==> config.mk <==
export PLATFORM = sky130hd
export DESIGN_NAME = serial_paralelo_sync_flat
export DESIGN_NICKNAME = d
export VERILOG_FILES = /design/src/rtl/serial_paralelo_sync_if.sv /design/src/rtl/serial_paralelo_sync.sv /design/src/flat_wrapper.sv
export SDC_FILE = /design/constraint.sdc
export NUM_CORES = 1
export LEC_CHECK = 0
export CORE_MARGIN = 2
export CORE_UTILIZATION = 53
export CTS_CLUSTER_DIAMETER = 50
export CTS_CLUSTER_SIZE = 16
export DETAILED_ROUTE_END_ITERATION = 16
export PLACE_DENSITY_LB_ADDON = 0.05
export SKIP_CTS_REPAIR_TIMING = 1
export SLEW_MARGIN = 15
export SYNTH_ARGS = -nofsm -noshare
export SYNTH_HDL_FRONTEND = slang
export SYNTH_SLANG_ARGS = --single-unit
==> constraint.sdc <==
create_clock -name clk_32f -period 1.9 [get_ports clk_32f]
set_input_delay 0.285 -clock clk_32f [delete_from_list [all_inputs] [get_ports clk_32f]]
set_output_delay 0.285 -clock clk_32f [all_outputs]
set_load 0.05 [all_outputs]
==> src/rtl/serial_paralelo_sync_if.sv <==
// Serial line in, assembled parallel words out, for the comma-aligned receiver.
interface serial_paralelo_sync_if #(
    parameter int unsigned WIDTH = 8
);
    logic             data_in;
    logic [WIDTH-1:0] data_out;
    logic             valid_out;
    logic             word_tick;
    logic             sync_ok;

    modport master (
        output data_in,
        input  data_out,
        input  valid_out,
        input  word_tick,
        input  sync_ok
    );

    modport slave (
        input  data_in,
        output data_out,
        output valid_out,
        output word_tick,
        output sync_ok
    );
endinterface

==> src/rtl/serial_paralelo_sync.sv <==
// Serial-to-parallel receiver: hunts a comma at any bit offset, locks after
// SYNC_COUNT aligned commas, then emits WIDTH-bit words until the comma gap runs out.
module serial_paralelo_sync #(
    parameter int unsigned      WIDTH      = 8,
    parameter logic [WIDTH-1:0] COMMA      = WIDTH'(8'hBC),
    parameter int unsigned      SYNC_COUNT = 4,
    parameter int unsigned      MAX_GAP    = 16
) (
    input logic                  clk_32f,
    input logic                  reset,
    serial_paralelo_sync_if.slave bus
);
    localparam int unsigned BIT_W = $clog2(WIDTH);
    localparam int unsigned CNT_W = $clog2(SYNC_COUNT + 1);
    localparam int unsigned GAP_W = (MAX_GAP == 0) ? 1 : $clog2(MAX_GAP + 1);

    typedef enum logic [1:0] {
        HUNT   = 2'd0,
        ALIGN  = 2'd1,
        LOCKED = 2'd2
    } state_t;

    state_t           state;
    logic [WIDTH-1:0] sr;
    logic [BIT_W-1:0] bit_cnt;
    logic [CNT_W-1:0] comma_cnt;
    logic [GAP_W-1:0] gap_cnt;
    logic [WIDTH-1:0] data_q;
    logic             valid_q;
    logic             tick_q;
    logic             sync_q;

    logic [WIDTH-1:0] nxt_c;
    logic             is_comma_c;
    logic             boundary_c;
    logic             gap_full_c;

    // Word decisions look at the shift register including the bit sampled this edge.
    assign nxt_c      = {sr[WIDTH-2:0], bus.data_in};
    assign is_comma_c = (nxt_c == COMMA);
    assign boundary_c = (bit_cnt == BIT_W'(WIDTH - 1));
    assign gap_full_c = (MAX_GAP != 0) && (gap_cnt == GAP_W'(MAX_GAP));

    always_ff @(posedge clk_32f or posedge reset) begin
        if (reset) begin
            state     <= HUNT;
            sr        <= '0;
            bit_cnt   <= '0;
            comma_cnt <= '0;
            gap_cnt   <= '0;
            data_q    <= '0;
            valid_q   <= 1'b0;
            tick_q    <= 1'b0;
            sync_q    <= 1'b0;
        end else begin
            sr      <= nxt_c;
            valid_q <= 1'b0;
            tick_q  <= 1'b0;
            unique case (state)
                HUNT: begin
                    if (is_comma_c) begin
                        bit_cnt   <= '0;
                        comma_cnt <= CNT_W'(1);
                        gap_cnt   <= '0;
                        if (SYNC_COUNT == 1) begin
                            state  <= LOCKED;
                            sync_q <= 1'b1;
                        end else begin
                            state <= ALIGN;
                        end
                    end
                end
                ALIGN: begin
                    bit_cnt <= boundary_c ? '0 : bit_cnt + BIT_W'(1);
                    if (boundary_c) begin
                        if (is_comma_c) begin
                            comma_cnt <= comma_cnt + CNT_W'(1);
                            if (comma_cnt == CNT_W'(SYNC_COUNT - 1)) begin
                                state   <= LOCKED;
                                sync_q  <= 1'b1;
                                gap_cnt <= '0;
                            end
                        end else begin
                            state     <= HUNT;
                            comma_cnt <= '0;
                        end
                    end
                end
                LOCKED: begin
                    bit_cnt <= boundary_c ? '0 : bit_cnt + BIT_W'(1);
                    if (boundary_c) begin
                        if (is_comma_c) begin
                            tick_q  <= 1'b1;
                            data_q  <= nxt_c;
                            gap_cnt <= '0;
                        end else if (gap_full_c) begin
                            // Too long without a comma: drop this word and re-hunt.
                            state     <= HUNT;
                            sync_q    <= 1'b0;
                            comma_cnt <= '0;
                            gap_cnt   <= '0;
                        end else begin
                            tick_q  <= 1'b1;
                            valid_q <= 1'b1;
                            data_q  <= nxt_c;
                            if (MAX_GAP != 0) gap_cnt <= gap_cnt + GAP_W'(1);
                        end
                    end
                end
                default: begin
                    state  <= HUNT;
                    sync_q <= 1'b0;
                end
            endcase
        end
    end

    assign bus.data_out  = data_q;
    assign bus.valid_out = valid_q;
    assign bus.word_tick = tick_q;
    assign bus.sync_ok   = sync_q;
endmodule
==> src/flat_wrapper.sv <==
// flat-port wrapper written by rule: the top's interface ports become plain ports
module serial_paralelo_sync_flat 
#(
    parameter int unsigned      WIDTH      = 8,
    parameter logic [WIDTH-1:0] COMMA      = WIDTH'(8'hBC),
    parameter int unsigned      SYNC_COUNT = 4,
    parameter int unsigned      MAX_GAP    = 16
)
  (clk_32f, reset, bus_data_in, bus_data_out, bus_valid_out, bus_word_tick, bus_sync_ok);
  serial_paralelo_sync_if #(.WIDTH(WIDTH)) bus_i ();
  input logic clk_32f;
  input logic reset;
  input wire logic [$bits(bus_i.data_in)-1:0] bus_data_in;
  output wire logic [$bits(bus_i.data_out)-1:0] bus_data_out;
  output wire logic [$bits(bus_i.valid_out)-1:0] bus_valid_out;
  output wire logic [$bits(bus_i.word_tick)-1:0] bus_word_tick;
  output wire logic [$bits(bus_i.sync_ok)-1:0] bus_sync_ok;
  assign bus_i.data_in = bus_data_in;
  assign bus_data_out = bus_i.data_out;
  assign bus_valid_out = bus_i.valid_out;
  assign bus_word_tick = bus_i.word_tick;
  assign bus_sync_ok = bus_i.sync_ok;
  serial_paralelo_sync #(.WIDTH(WIDTH), .COMMA(COMMA), .SYNC_COUNT(SYNC_COUNT), .MAX_GAP(MAX_GAP)) u_core (.clk_32f(clk_32f), .reset(reset), .bus(bus_i));
endmodule
==> impl_results.md <==
- Fill cell count: 236
- Nets: 162
- Final slew viol count: 0
- Delay-heaviest family, CP: compound AO/OA/AOI/OAI gates
- Insertion delay to the later sink of the worst-skew pair: 330 ps
- Synth area leaders: dfrtp_1 (53%), ha_1 (9.4%), mux2_2 (7.7%)
- Initial antenna violation count: 0
- Largest net degree at the start of global routing: 32
- Post-Syn Area: 1460 um^2
- Worst Max-Slew Pin Slew: 500 ps
- Die footprint: 3190 um^2
- CP arrival: 2070 ps
- CTS tree: built
- Final WS setup: 35.8 ps
- Yosys top cell area share: 53.1%
- Area Growth Syn to Fin: 20.2%
- Reg2reg start: u_core.bit_cnt[0]
- ANT nets after route: 0
- Die W: 56.5 um
- Post-synthesis cell type count: 33
- Drt total wl: 2760 um
- # diodes: 0
- Peak supply drop: 0.663 mV
- Status: finished clean
- Most used cell, CP: ha_1
- Iteration-0 DRC Markers: 38
- Worst-path fanout max: 5
- Cell area after layout: 1760 um^2
- Worst Setup Path Type: reg -> reg
- Worst path slowest cell: dfrtp_1
- Final setup fails: 0
- Pwr Total: 0.00167 W
- Die Y: 56.5 um
- Fmax achieved: 0.536 GHz
- Clk root buf: clkbuf_4
- CTS max path bufs: 2
- Finished Core Util: 65.4%
- Total GRT Usage: 20.3%
- CP Launch Type: flop
- Top FF cell, synth: dfrtp_1
- Yosys warning count: 0
- Cell taking the most area after synthesis: dfrtp_1
- Fraction of the yosys area taken by sequential cells: 53.1%
- Crit path required time: 2100 ps
- DR DRC count: 0
- # port buffers: 13
- Vias in the first global route: 1071
- CP Capture Type: flop
- Worst stage delay on the critical path: 410 ps
- Hold crit path type: in -> async
- Setup WS pre-CTS: -149 ps
- Syn nets: 133
- Placer Congestion: 0.833
- DP Wirelength: 1950 um
- Clock sinks: 31
- IO Count: 14
- CTS H-tree lvls: 2
- Top-count cell post-synth: dfrtp_1
- DR WL/cell: 15.3 um
- Placed Instance Area: 1690 um^2
- Drt via density: 5.79
- Tcrit/Tclk final: 98.1%
- Core area: 2690 um^2
- Synth Area per Inst: 12.3 um^2
- Worst Setup SP: u_core.bit_cnt[0]
- First-pass GRT wire length: 4860 um
- Cell chain of the critical path: ha_1, ha_1, o21ba_2, nor2_2, and3_4, a41oi_1, a31oi_1
- TritonCTS buffer count: 5
- P per Cell Area: 952 nW/um^2
- Number of flops mapped to enable cells by yosys: 0
- Buffers and inverters on the worst path: 0
- Grt ovf: 0
- Router iterations before antenna repair: 4
- Initial Util: 54.4%
- Layout cell share with drive strength beyond 1: 23.5%
- Setup TNS: 0 ps
- Max-Cap Viols: 0
- Minimum clock period: 1860 ps
- Leakage power: 0.822 nW
- Clk slew on worst S/H paths: 100 ps
- Cells after Synth: 119
- Synth top cells by count: dfrtp_1 (31), ha_1 (11), inv_1 (10), mux2_2 (10), nand2_1 (7)
- Num rows: 19
- Yosys reg bits: 31
- Slew headroom: 66.5%
- Post-route clock skew: 9.71 ps
- DR vias: 1043
- Async SR Flop Fraction: 100%
- Final-report hold violation count: 0
==> sequential cells by signal, indices dropped and copies added, names as in the netlist <==
register	cells
u_core.comma_cnt	3
u_core.bus.valid_out	1
u_core.gap_cnt	5
u_core.state	2
u_core.bus.word_tick	1
u_core.bus.sync_ok	1
u_core.bit_cnt	3
u_core.bus.data_out	8
u_core.sr	7
==> metrics by stage <==
stage	std cells	hold slack, ps
floorplan	119	316
global placement	171	401
detailed placement	171	406
CTS	179	344
global route	180	369
finish	180	344
==> power by group <==
group,switching (W),internal (W),total (W)
combinational,0.000273,0.000259,0.000532
sequential,0.0000513,0.000726,0.000777
clock,0.000219,0.000144,0.000363
==> layout make-up <==
class,count,area (um^2),share of cell area (%)
multi-input cells,77,649,37.0
well taps,31,38.8,2.21
clock buffers,7,45.0,2.56
repair buffers,23,205,11.7
inverters,10,37.5,2.14
flip-flops and latches,31,776,44.2
clock inverters,1,5.00,0.285
==> per-layer routing <==
| metal | part of all wire [%] | global-route usage [%] | vias to the layer above |
|---|---|---|---|
| met5 | 0 | 0 | - |
| met4 | 3.0 | 13.6 | 0 |
| met3 | 3.3 | 5.07 | 7 |
| li1 | - | - | 491 |
| met1 | 45 | 26.1 | 521 |
| met2 | 49 | 30.2 | 24 |
==> cells by family after synthesis <==
kind of cell / after synthesis / share of synthesized area [%]
multiplexers: 13 / 9.76
flip-flops: 31 / 53.1
buffers and inverters: 11 / 2.83
AND/OR/NAND/NOR: 30 / 13.1
adder cells (fa/ha/maj): 11 / 9.42
AO/OA/AOI/OAI: 23 / 11.8
==> worst reg2reg max path, delay by kind of cell, from the launching register on <==
kind	cells	cell delay (ps)
compound gates	3	640
fa+ha+maj	2	470
flops	1	410
simple gates	2	220
==> cells in the final DEF (no fill, tap or decap), drive strengths merged, types with 3 or more instances in the layout <==
| cell type | netlist | routed |
|---|---|---|
| clkbuf | 1 | 7 |
| clkdlybuf4s50 | 0 | 13 |
| nand2 | 8 | 8 |
| nor2 | 5 | 5 |
| dfrtp | 31 | 31 |
| a31oi | 6 | 6 |
| inv | 10 | 10 |
| o21ai | 5 | 5 |
| nand3 | 4 | 4 |
| ha | 11 | 11 |
| buf | 0 | 10 |
| mux2i | 3 | 3 |
| a22o | 3 | 3 |
| mux2 | 10 | 10 |
==> worst paths after layout <==
kind | to | slack [ps] | depth (start not counted)
setup / recovery | u_core.gap_cnt[3] | 40 | 7
hold / removal | u_core.bus.valid_out | 340 | 3
setup reg to reg | u_core.gap_cnt[3] | 40 | 7
hold reg to reg | u_core.sr[6] | 420 | 0
max in group asynchronous | u_core.state[0] | 1270 | 3
min in group clk_32f | u_core.sr[6] | 420 | 0
Power figures use the tool's default switching activity.
